`src/rtl/packet_fifo.sv`:
```
// Packet FIFO: words are written with in_shift/in_end and only become readable once their packet commits.
// Latency: a commit on edge N shows the first word on out_* after edge N+1; a pop shows the next word right after its edge.
// Backpressure: registered in_full hint, asserted when free entries < FULL_MARGIN; shifts into a full store drop the word.
//
// Optional feature macro: PACKET_FIFO_ABORT_EN (in_abort, overflow rollback, drop counter).
// Ports:
//   clk, rst                     single clock, synchronous active-high reset
//   in_full                      almost-full hint (registered from last cycle's occupancy)
//   in_shift, in_data, in_end    write word; in_end marks the last word and commits the packet
//   in_abort                     discard the open packet (only with PACKET_FIFO_ABORT_EN)
//   out_pop                      consume head word
//   out_nempty, out_data         head word valid / head word
//   out_length, out_start        packet length (valid on first word) / head is first word
//   out_end                      head is last word
//   out_packets                  committed packets not fully popped
//   drop_count                   packets rolled back on overflow, saturating
module packet_fifo #(
  parameter int DATA_BITS   = 8,
  parameter int DEPTH       = 64,
  parameter int LENGTH_BITS = 8,
  parameter int MAX_LENGTH  = 60,
  parameter int FULL_MARGIN = 3,
  parameter int COUNT_BITS  = 16
) (
  input  logic                   clk,
  input  logic                   rst,
  output logic                   in_full,
  input  logic                   in_shift,
  input  logic [DATA_BITS-1:0]   in_data,
  input  logic                   in_end,
  input  logic                   in_abort,
  input  logic                   out_pop,
  output logic                   out_nempty,
  output logic [DATA_BITS-1:0]   out_data,
  output logic [LENGTH_BITS-1:0] out_length,
  output logic                   out_start,
  output logic                   out_end,
  output logic [$clog2(DEPTH):0] out_packets,
  output logic [COUNT_BITS-1:0]  drop_count
);

  localparam int AW = $clog2(DEPTH);
  localparam int PW = AW + 1;
  typedef logic [PW-1:0] ptr_t;

  localparam ptr_t                   PTR_ONE   = ptr_t'(1);
  localparam ptr_t                   PTR_DEPTH = ptr_t'(DEPTH);
  localparam ptr_t                   PTR_MARG  = ptr_t'(FULL_MARGIN);
  localparam logic [LENGTH_BITS-1:0] LEN_ONE   = LENGTH_BITS'(1);
  localparam logic [LENGTH_BITS-1:0] LEN_MAX   = LENGTH_BITS'(MAX_LENGTH);

  logic [DATA_BITS-1:0]   data_mem [DEPTH];
  logic [LENGTH_BITS-1:0] len_mem  [DEPTH];
  logic [DEPTH-1:0]       start_mem;
  logic [DEPTH-1:0]       end_mem;

  ptr_t wr, wr_start, commit, rd, rd_next, occupancy, wr_last;
  logic [LENGTH_BITS-1:0] len;
  logic space, pop;
  logic abort_now, store, commit_ev, rollback, do_commit, do_drop_commit;

  assign occupancy = wr - rd;
  assign space     = (occupancy != PTR_DEPTH);
  assign wr_last   = wr - PTR_ONE;
  assign pop       = out_pop && out_nempty;
  assign rd_next   = rd + ptr_t'(pop);

`ifdef PACKET_FIFO_ABORT_EN
  logic ovf;
`else
  logic abort_unused;
  assign abort_unused = in_abort;
`endif

  always_comb begin
    abort_now      = 1'b0;
    rollback       = 1'b0;
    do_commit      = 1'b0;
    do_drop_commit = 1'b0;
`ifdef PACKET_FIFO_ABORT_EN
    abort_now      = in_abort;
`endif
    store     = in_shift && space && !abort_now;
    commit_ev = in_shift && !abort_now && (in_end || len == LEN_MAX);
`ifdef PACKET_FIFO_ABORT_EN
    // A packet that lost any word (earlier or right now) is thrown away at its commit point.
    rollback  = commit_ev && (ovf || !space);
    do_commit = commit_ev && !rollback;
`else
    do_commit = commit_ev && space;
    // The committing word itself was dropped: close the packet on the last stored word, if any.
    do_drop_commit = commit_ev && !space && (wr != wr_start);
`endif
  end

  // Write-side pointers
  always_ff @(posedge clk) begin
    if (rst) begin
      wr       <= '0;
      wr_start <= '0;
      commit   <= '0;
      len      <= LEN_ONE;
    end else if (abort_now || rollback) begin
      wr  <= wr_start;
      len <= LEN_ONE;
    end else if (do_commit) begin
      wr       <= wr + PTR_ONE;
      wr_start <= wr + PTR_ONE;
      commit   <= wr + PTR_ONE;
      len      <= LEN_ONE;
    end else if (do_drop_commit) begin
      wr_start <= wr;
      commit   <= wr;
      len      <= LEN_ONE;
    end else if (store) begin
      wr  <= wr + PTR_ONE;
      len <= len + LEN_ONE;
    end
  end

`ifdef PACKET_FIFO_ABORT_EN
  always_ff @(posedge clk) begin
    if (rst) begin
      ovf        <= 1'b0;
      drop_count <= '0;
    end else begin
      if (abort_now || rollback) ovf <= 1'b0;
      else if (in_shift && !space) ovf <= 1'b1;
      if (rollback && drop_count != '1) drop_count <= drop_count + COUNT_BITS'(1);
    end
  end
`else
  assign drop_count = '0;
`endif

  // Storage; entries beyond wr are free, so writes during rollback are harmless.
  always_ff @(posedge clk) begin
    if (store) begin
      data_mem[wr[AW-1:0]]  <= in_data;
      start_mem[wr[AW-1:0]] <= (wr == wr_start);
      end_mem[wr[AW-1:0]]   <= commit_ev;
    end
    if (do_commit) len_mem[wr_start[AW-1:0]] <= len;
    if (do_drop_commit) begin
      end_mem[wr_last[AW-1:0]]  <= 1'b1;
      len_mem[wr_start[AW-1:0]] <= len - LEN_ONE;
    end
  end

  // Read side: registered view of the entry at the post-pop head, so pops never leave a bubble.
  always_ff @(posedge clk) begin
    if (rst) begin
      rd          <= '0;
      out_nempty  <= 1'b0;
      out_data    <= '0;
      out_length  <= '0;
      out_start   <= 1'b0;
      out_end     <= 1'b0;
      out_packets <= '0;
      in_full     <= 1'b0;
    end else begin
      rd         <= rd_next;
      out_nempty <= (rd_next != commit);
      out_data   <= data_mem[rd_next[AW-1:0]];
      out_length <= len_mem[rd_next[AW-1:0]];
      out_start  <= start_mem[rd_next[AW-1:0]];
      out_end    <= end_mem[rd_next[AW-1:0]];
      in_full    <= ((PTR_DEPTH - occupancy) < PTR_MARG);
      case ({do_commit || do_drop_commit, pop && out_end})
        2'b10:   out_packets <= out_packets + PTR_ONE;
        2'b01:   out_packets <= out_packets - PTR_ONE;
        default: out_packets <= out_packets;
      endcase
    end
  end

endmodule
```
`config.mk`:
```
export PLATFORM = sky130hd
export DESIGN_NAME = packet_fifo
export DESIGN_NICKNAME = d
export VERILOG_FILES = /design/src/rtl/packet_fifo.sv
export SDC_FILE = /design/constraint.sdc
export NUM_CORES = 1
export LEC_CHECK = 0
export ABC_AREA = 1
export CORE_ASPECT_RATIO = 0.7
export CORE_MARGIN = 2
export CORE_UTILIZATION = 30
export DETAILED_ROUTE_END_ITERATION = 12
export GPL_ROUTABILITY_DRIVEN = 0
export PLACE_DENSITY = 0.43
export SLEW_MARGIN = 15
export SYNTH_ARGS = -nofsm -noshare
export SYNTH_HDL_FRONTEND = slang
export SYNTH_SLANG_ARGS = --single-unit
export TNS_END_PERCENT = 5
```
`constraint.sdc`:
```
create_clock -name clk -period 8.7 [get_ports clk]
set_input_delay 1.305 -clock clk [delete_from_list [all_inputs] [get_ports clk]]
set_output_delay 1.305 -clock clk [all_outputs]
set_load 0.05 [all_outputs]
```
==> results of run 1 <==
## routing by layer
layer	track usage, %	up-vias
met4	3.732	2
met3	4.090	181
met1	27.62	17130
met5	0	-
li1	-	16450
met2	24.23	844
## per-stage QoR
stage | cells | hold WS [ns]
2_1_floorplan | 4716 | 0.4454
3_3_place_gp | 6756 | 0.4577
3_5_place_dp | 6756 | 0.4659
4_1_cts | 6976 | 0.4748
5_1_grt | 6977 | 0.5002
6_report | 6981 | 0.4739
## synthesized netlist by cell type, drive strengths merged, types with 9 or more instances
master,number
edfxtp,1088
nor2,1077
o21ai,644
nand3,498
nand2,399
inv,171
buf,170
o211ai,153
clkbuf,152
dfxtp,120
a21oi,113
xor2,30
nor3,24
ha,17
nand4,14
o221ai,12
xnor2,9
## cells by family after synthesis
family / Yosys count
xor+xnor: 39
buf+inv: 495
flops: 1208
other cells: 1
compound gates: 926
fa+ha+maj: 18
simple gates: 2014
## state kept, by name, summed over array words and instances, names as in the netlist, 7 cells and up
name         cells
wr               7
start_mem       64
data_mem       512
rd               7
commit           7
out_data         8
end_mem         64
out_packets      7
len_mem        512
out_length       8
len              8
## worst min path at each step
stage / slack, ns / depth (start not counted) / endpoint
detailed placement: 0.47 / 2 / end_mem[21]
global route: 0.50 / 2 / end_mem[38]
global placement: 0.46 / 2 / end_mem[12]
finish: 0.47 / 2 / end_mem[5]
floorplan: 0.45 / 2 / end_mem[0]
CTS: 0.47 / 2 / end_mem[5]
## power by group through the flow
stage | Combinational (mW) | Clock (mW) | Sequential [mW]
finish | 2.38 | 5.34 | 6.53
floorplan | 1.51 | 0 | 6.71
detailed placement | 2.39 | 0 | 6.66
CTS | 2.40 | 5.45 | 6.53
global route | 2.66 | 5.68 | 6.54
global placement | 2.39 | 0 | 6.66
## critical path: cells and delay by family (launching register included)
kind / cells / cell delay (ns)
buf+inv: 3 / 1.51
simple gates: 9 / 2.92
fa+ha+maj: 2 / 0.67
flops: 1 / 0.65
## layout make-up
| cell class | count | area [µm²] | share of cell area [%] |
|---|---|---|---|
| Inverter | 173 | 669.4 | 1.158 |
| Sequential cell | 1208 | 35070 | 60.66 |
| Tap cell | 2240 | 2803 | 4.847 |
| Timing Repair Buffer | 122 | 1069 | 1.848 |
| Antenna cell | 5 | 12.51 | 0.02164 |
| Multi-Input combinational cell | 3013 | 14240 | 24.62 |
| Clock buffer | 155 | 3247 | 5.615 |
| Clock inverter | 65 | 711.9 | 1.231 |
==> impl_metrics.ini, run 1 <==
[pwr]
seqPwrFrac_pct = 45.8
p_int_mw = 10.08
p_clk_share_pct = 37.5
p_sw_mw = 4.164
p_leak_nw = 19.44
p_per_area_nw_per_um2 = 246.4
ir_drop_uv = 164.8
comb_power_share_pct = 16.7
total_power_mw = 14.25
p_sw_share_pct = 29.22

[clock_tree]
cts_inserted_buffers = 121
cts_tree = yes
postCtsSetupRepairBufs = 0
clock_latency_ns = 0.77
clock-root-buffer = clkbuf_16
cts_hold_buf = 0
clock_sinks = 1208
cts.reportedPaths.clkPinSlew_ns = 0.07
cts_resized = 0
htree_levels = 3
cts_buffer_depth = 3

[setup_path]
reg2reg_depth = 14
r2r_start = wr[0]
crit_end = data_mem[20][4]
worstPathRequired_ns = 9.09
worstPathArrival_ns = 6.54
cp_max_fo = 68
slowest_delay_ns = 0.90
crit_path_end_kind = flip-flop
crit_slowest_cell = nor2_1
start_kind = flip-flop
regToRegEndpoint = data_mem[20][4]
r2r_setup_slack_ns = 2.55
crit_chain = clkinv_1 -> ha_1 -> inv_1 -> fa_1 -> nor2_1 -> nor2_1 -> nor2_1 -> nand3_1 -> nor2_1 -> nand3_1 -> nand2_4 -> inv_1 -> nand2_1 -> nor2_1
cpMostUsedCell = nor2_1
cp-startpoint = wr[0]
crit_type = reg -> reg

[die]
ios = 57
core_area_um2 = 168800
fp.dieW_um = 497.3
fp.dieH_um = 349.3
die-area_um2 = 173700
num_rows = 126
start_util_pct = 30.26

[global_routing]
grt_pass1_vias = 32350
grt_pass1_wl_um = 228500
gr-usage-all-layers_pct = 17.62
antenna_found_initial = 5
grt_max_degree = 167
grt-ovfl-total = 0

[min_path]
hold_path.class = reg -> reg
hold_start = end_mem[5]

[logic_synthesis]
ys.flop_type = edfxtp_1
synth_cells = 4701
synth-compound-area-share_pct = 9.931
synth_top_area_cell = edfxtp_1
synth_top_area_share_pct = 63.94
synth_simple_gate_area_share_pct = 16.23
synthMuxAreaShare_pct = 0
ys_ff_latch = 1208
synthAdderAreaFrac_pct = 0.4554
yosys_warnings = 0
yosys-top-cells-area = edfxtp_1, nor2_1, o21ai_0, nand3_1, dfxtp_1
synth_edf_count = 1088
ys_async_sr_fraction_pct = 0
syn_avg_cell_area_um2 = 10.87
synth-xor-area-share_pct = 0.6978
synth_top_family_by_area = simple AND/OR/NAND/NOR gates
ys_types = 34
yosysSeqAreaShare_pct = 68.64
synth_area_um2 = 51100

[sta]
rsz0062_at_grt = no
hold_viol_final = 0
worst_pin_slew_ns = 1.124
slew_violations = 0
fin_setup_tns_ns = 0
maxSlewHeadroom_pct = 24.76
final.setup.worst_slack_ns = 2.547
period_share_pct = 70.72
min_period_ns = 6.153
finClkSkew_ns = 0.04805
fmax_mhz = 162.5
setup_viol = 0

[route]
drt_iter0_drc = 3906
highest_layer = met5
ant_nets = 0
wl_met1_um = 79190
wl_met3_um = 10900
first_pass_iters = 6
routed_via_density = 4.956
wl_met2_um = 62890
vias = 34600
drcViolationCount = 0
wire_per_inst_um = 22.36
drt_wl_total_um = 156100

[layout]
fill_cells = 16850
stdcell_area_um2 = 57820
utilization_pct = 34.25
drive_gt1_share_pct = 6.567
synthToLayoutAreaGrowth_pct = 13.16
final_common_cell = edfxtp_1
layout_common_cells = edfxtp_1, nor2_1, o21ai_0
fin_nets = 4671

[place]
dpl.hpwl_um = 90070
io_buffers = 39
dpl_cell_area_um2 = 53820
dp_slack_ns = 2.522

[status]
status = complete, no violations

[flow_run]
maxCapViolCount = 0
Note: power is estimated with default switching activity, not from simulation.
==> run 2, diff against run 1 <==
--- a/config.mk
+++ b/config.mk
@@ -11,7 +11,7 @@
 export CORE_UTILIZATION = 30
 export DETAILED_ROUTE_END_ITERATION = 12
 export GPL_ROUTABILITY_DRIVEN = 0
-export PLACE_DENSITY = 0.43
+export PLACE_DENSITY = 0.45
 export SLEW_MARGIN = 15
 export SYNTH_ARGS = -nofsm -noshare
 export SYNTH_HDL_FRONTEND = slang
==> constraint.sdc (replaced) <==
create_clock -name clk -period 5.2 [get_ports clk]
set_input_delay 0.78 -clock clk [delete_from_list [all_inputs] [get_ports clk]]
set_output_delay 0.78 -clock clk [all_outputs]
set_load 0.05 [all_outputs]
==> run 2 against run 1 <==
  * Fmax grew 44%
  * Design area grew 1.1%
  * Register-to-register slack got worse by 1.6 ns
  * Critical endpoint is now out_packets[4]
  * Via count increased by 0.95%
==> impl_metrics.ini, run 2 (synthesized netlist as in run 1, its figures left out) <==
[route]
first_pass_iters = 5
drcViolationCount = 0
routed_via_density = 4.944
drt_iter0_drc = 3440
wire_per_inst_um = 21.66
wl_met1_um = 78420
vias = 34930
highest_layer = met5
wl_met2_um = 62010
ant_nets = 0
wl_met3_um = 9879
drt_wl_total_um = 153000

[pwr]
p_int_mw = 16.77
seqPwrFrac_pct = 45.9
p_per_area_nw_per_um2 = 405.7
p_leak_nw = 19.85
p_sw_mw = 6.959
p_sw_share_pct = 29.33
total_power_mw = 23.73
comb_power_share_pct = 17.3
ir_drop_uv = 257.5
p_clk_share_pct = 36.8

[clock_tree]
cts_buffer_depth = 3
clock_sinks = 1208
cts_inserted_buffers = 120
postCtsSetupRepairBufs = 0
cts.reportedPaths.clkPinSlew_ns = 0.07
cts_resized = 0
htree_levels = 3
clock-root-buffer = clkbuf_16
clock_latency_ns = 0.78
cts_hold_buf = 0
cts_tree = yes

[global_routing]
grt_pass1_wl_um = 225200
grt_pass1_vias = 32550
grt-ovfl-total = 0
grt_max_degree = 167
antenna_found_initial = 9
gr-usage-all-layers_pct = 17.24

[setup_path]
worstPathArrival_ns = 4.91
r2r_start = wr[0]
cp_top_family = adder cells
start_kind = flip-flop
path_buf_inv = 7
crit_slowest_cell = fa_1
r2r_setup_slack_ns = 0.91
reg2reg_depth = 22
slowest_delay_ns = 0.45
cp_max_fo = 9
crit_chain = clkinv_1 -> ha_1 -> inv_1 -> fa_1 -> inv_1 -> ha_1 -> inv_1 -> nor2_1 -> nand3_1 -> nor2_1 -> nand3_1 -> buf_4 -> a21oi_2 -> ha_1 -> xor2_1 -> ha_1 -> a21oi_1 -> inv_1 -> a21oi_1 -> xor2_1 -> o21ai_0 -> inv_1
regToRegEndpoint = out_packets[4]
crit_type = reg -> reg
crit_path_end_kind = flip-flop
cpMostUsedCell = inv_1
worstPathRequired_ns = 5.82

[min_path]
hold_depth = 2
hold_end = end_mem[5]
hold_path.class = reg -> reg
hold_start = end_mem[5]

[flow_run]
maxCapViolCount = 0

[die]
fp.dieH_um = 349.3
fp.dieW_um = 497.3
num_rows = 126
start_util_pct = 30.26
core_area_um2 = 168800
die-area_um2 = 173700
ios = 57

[layout]
synthToLayoutAreaGrowth_pct = 14.46
drive_gt1_share_pct = 8.012
utilization_pct = 34.64
final_common_cell = edfxtp_1
fin_nets = 4743
layout_common_cells = edfxtp_1, nor2_1, o21ai_0

[place]
io_buffers = 39
dpl.hpwl_um = 91060

[sta]
hold_viol_final = 0
slew_violations = 0
finClkSkew_ns = 0.05160
maxSlewHeadroom_pct = 18.29
setup_viol = 0
min_period_ns = 4.286
worst_pin_slew_ns = 1.216
period_share_pct = 82.42
fmax_mhz = 233.3
rsz0062_at_grt = no

[status]
status = complete, no violations
==> run 2: cell count changes in the layout (fill, tap and decap cells not counted), sizes merged <==
cell,delta
buf,+73
clkinvlp,+1
inv,+2
diode,+1
clkbuf,+8
clkinv,+5
bufinv,-7
==> run 2: tightest hold or removal path: stages, from the launching register on <==
cell and delay, ns:
dfxtp_1 0.31, o21ai_0 0.06, nand3_1 0.06
==> run 2: power groups by stage <==
stage               combinational [mW]  sequential (mW)  clock [mW]
global route                      4.56             10.9        9.32
CTS                               4.14             10.9        8.93
detailed placement                4.13             11.1           0
global placement                  4.13             11.1           0
finish                            4.11             10.9        8.73
floorplan                         2.53             11.2           0
==> run 2: worst max-delay path by stage <==
stage           from        endpoint  slack (ns)  depth (start not counted)
6_report       wr[0]  out_packets[4]        0.91                         22
3_5_place_dp   wr[0]  out_packets[4]        0.91                         22
5_1_grt        wr[0]  out_packets[4]        0.53                         22
2_1_floorplan  wr[0]   len_mem[0][1]       -0.54                         14
3_3_place_gp   wr[0]  out_packets[4]        0.89                         22
4_1_cts        wr[0]  out_packets[4]        0.86                         22
==> run 2: layer usage <==
metal  vias up  GRT usage (%)
li1      16600              -
met1     17240          27.28
met2       903          23.71
met3       178          3.693
met4         8          3.514
met5         -              0
==> run 2: through the flow <==
step           setup TNS (ns)  worst slack (ns)  hold WS, ns  instance area, µm²  cells
2_1_floorplan          -68.66           -0.5360       0.4454               51160   4716
3_3_place_gp                0            0.8933       0.4593               54550   6829
3_5_place_dp                0            0.9075       0.4684               54550   6829
4_1_cts                     0            0.8585       0.4396               58450   7058
5_1_grt                     0            0.5345       0.4730               58470   7059
6_report                    0            0.9143       0.4744               58490   7064
==> run 2: area by class of cell <==
cell class              count  area, µm²
multi-input cells        3013      14210
fillers                 16740     110400
inverters                 173      669.4
diodes                      6      15.01
clock inverters            66      543.0
repair buffers            195       1817
flip-flops and latches   1208      35070
clock buffers             163       3358
well taps                2240       2803
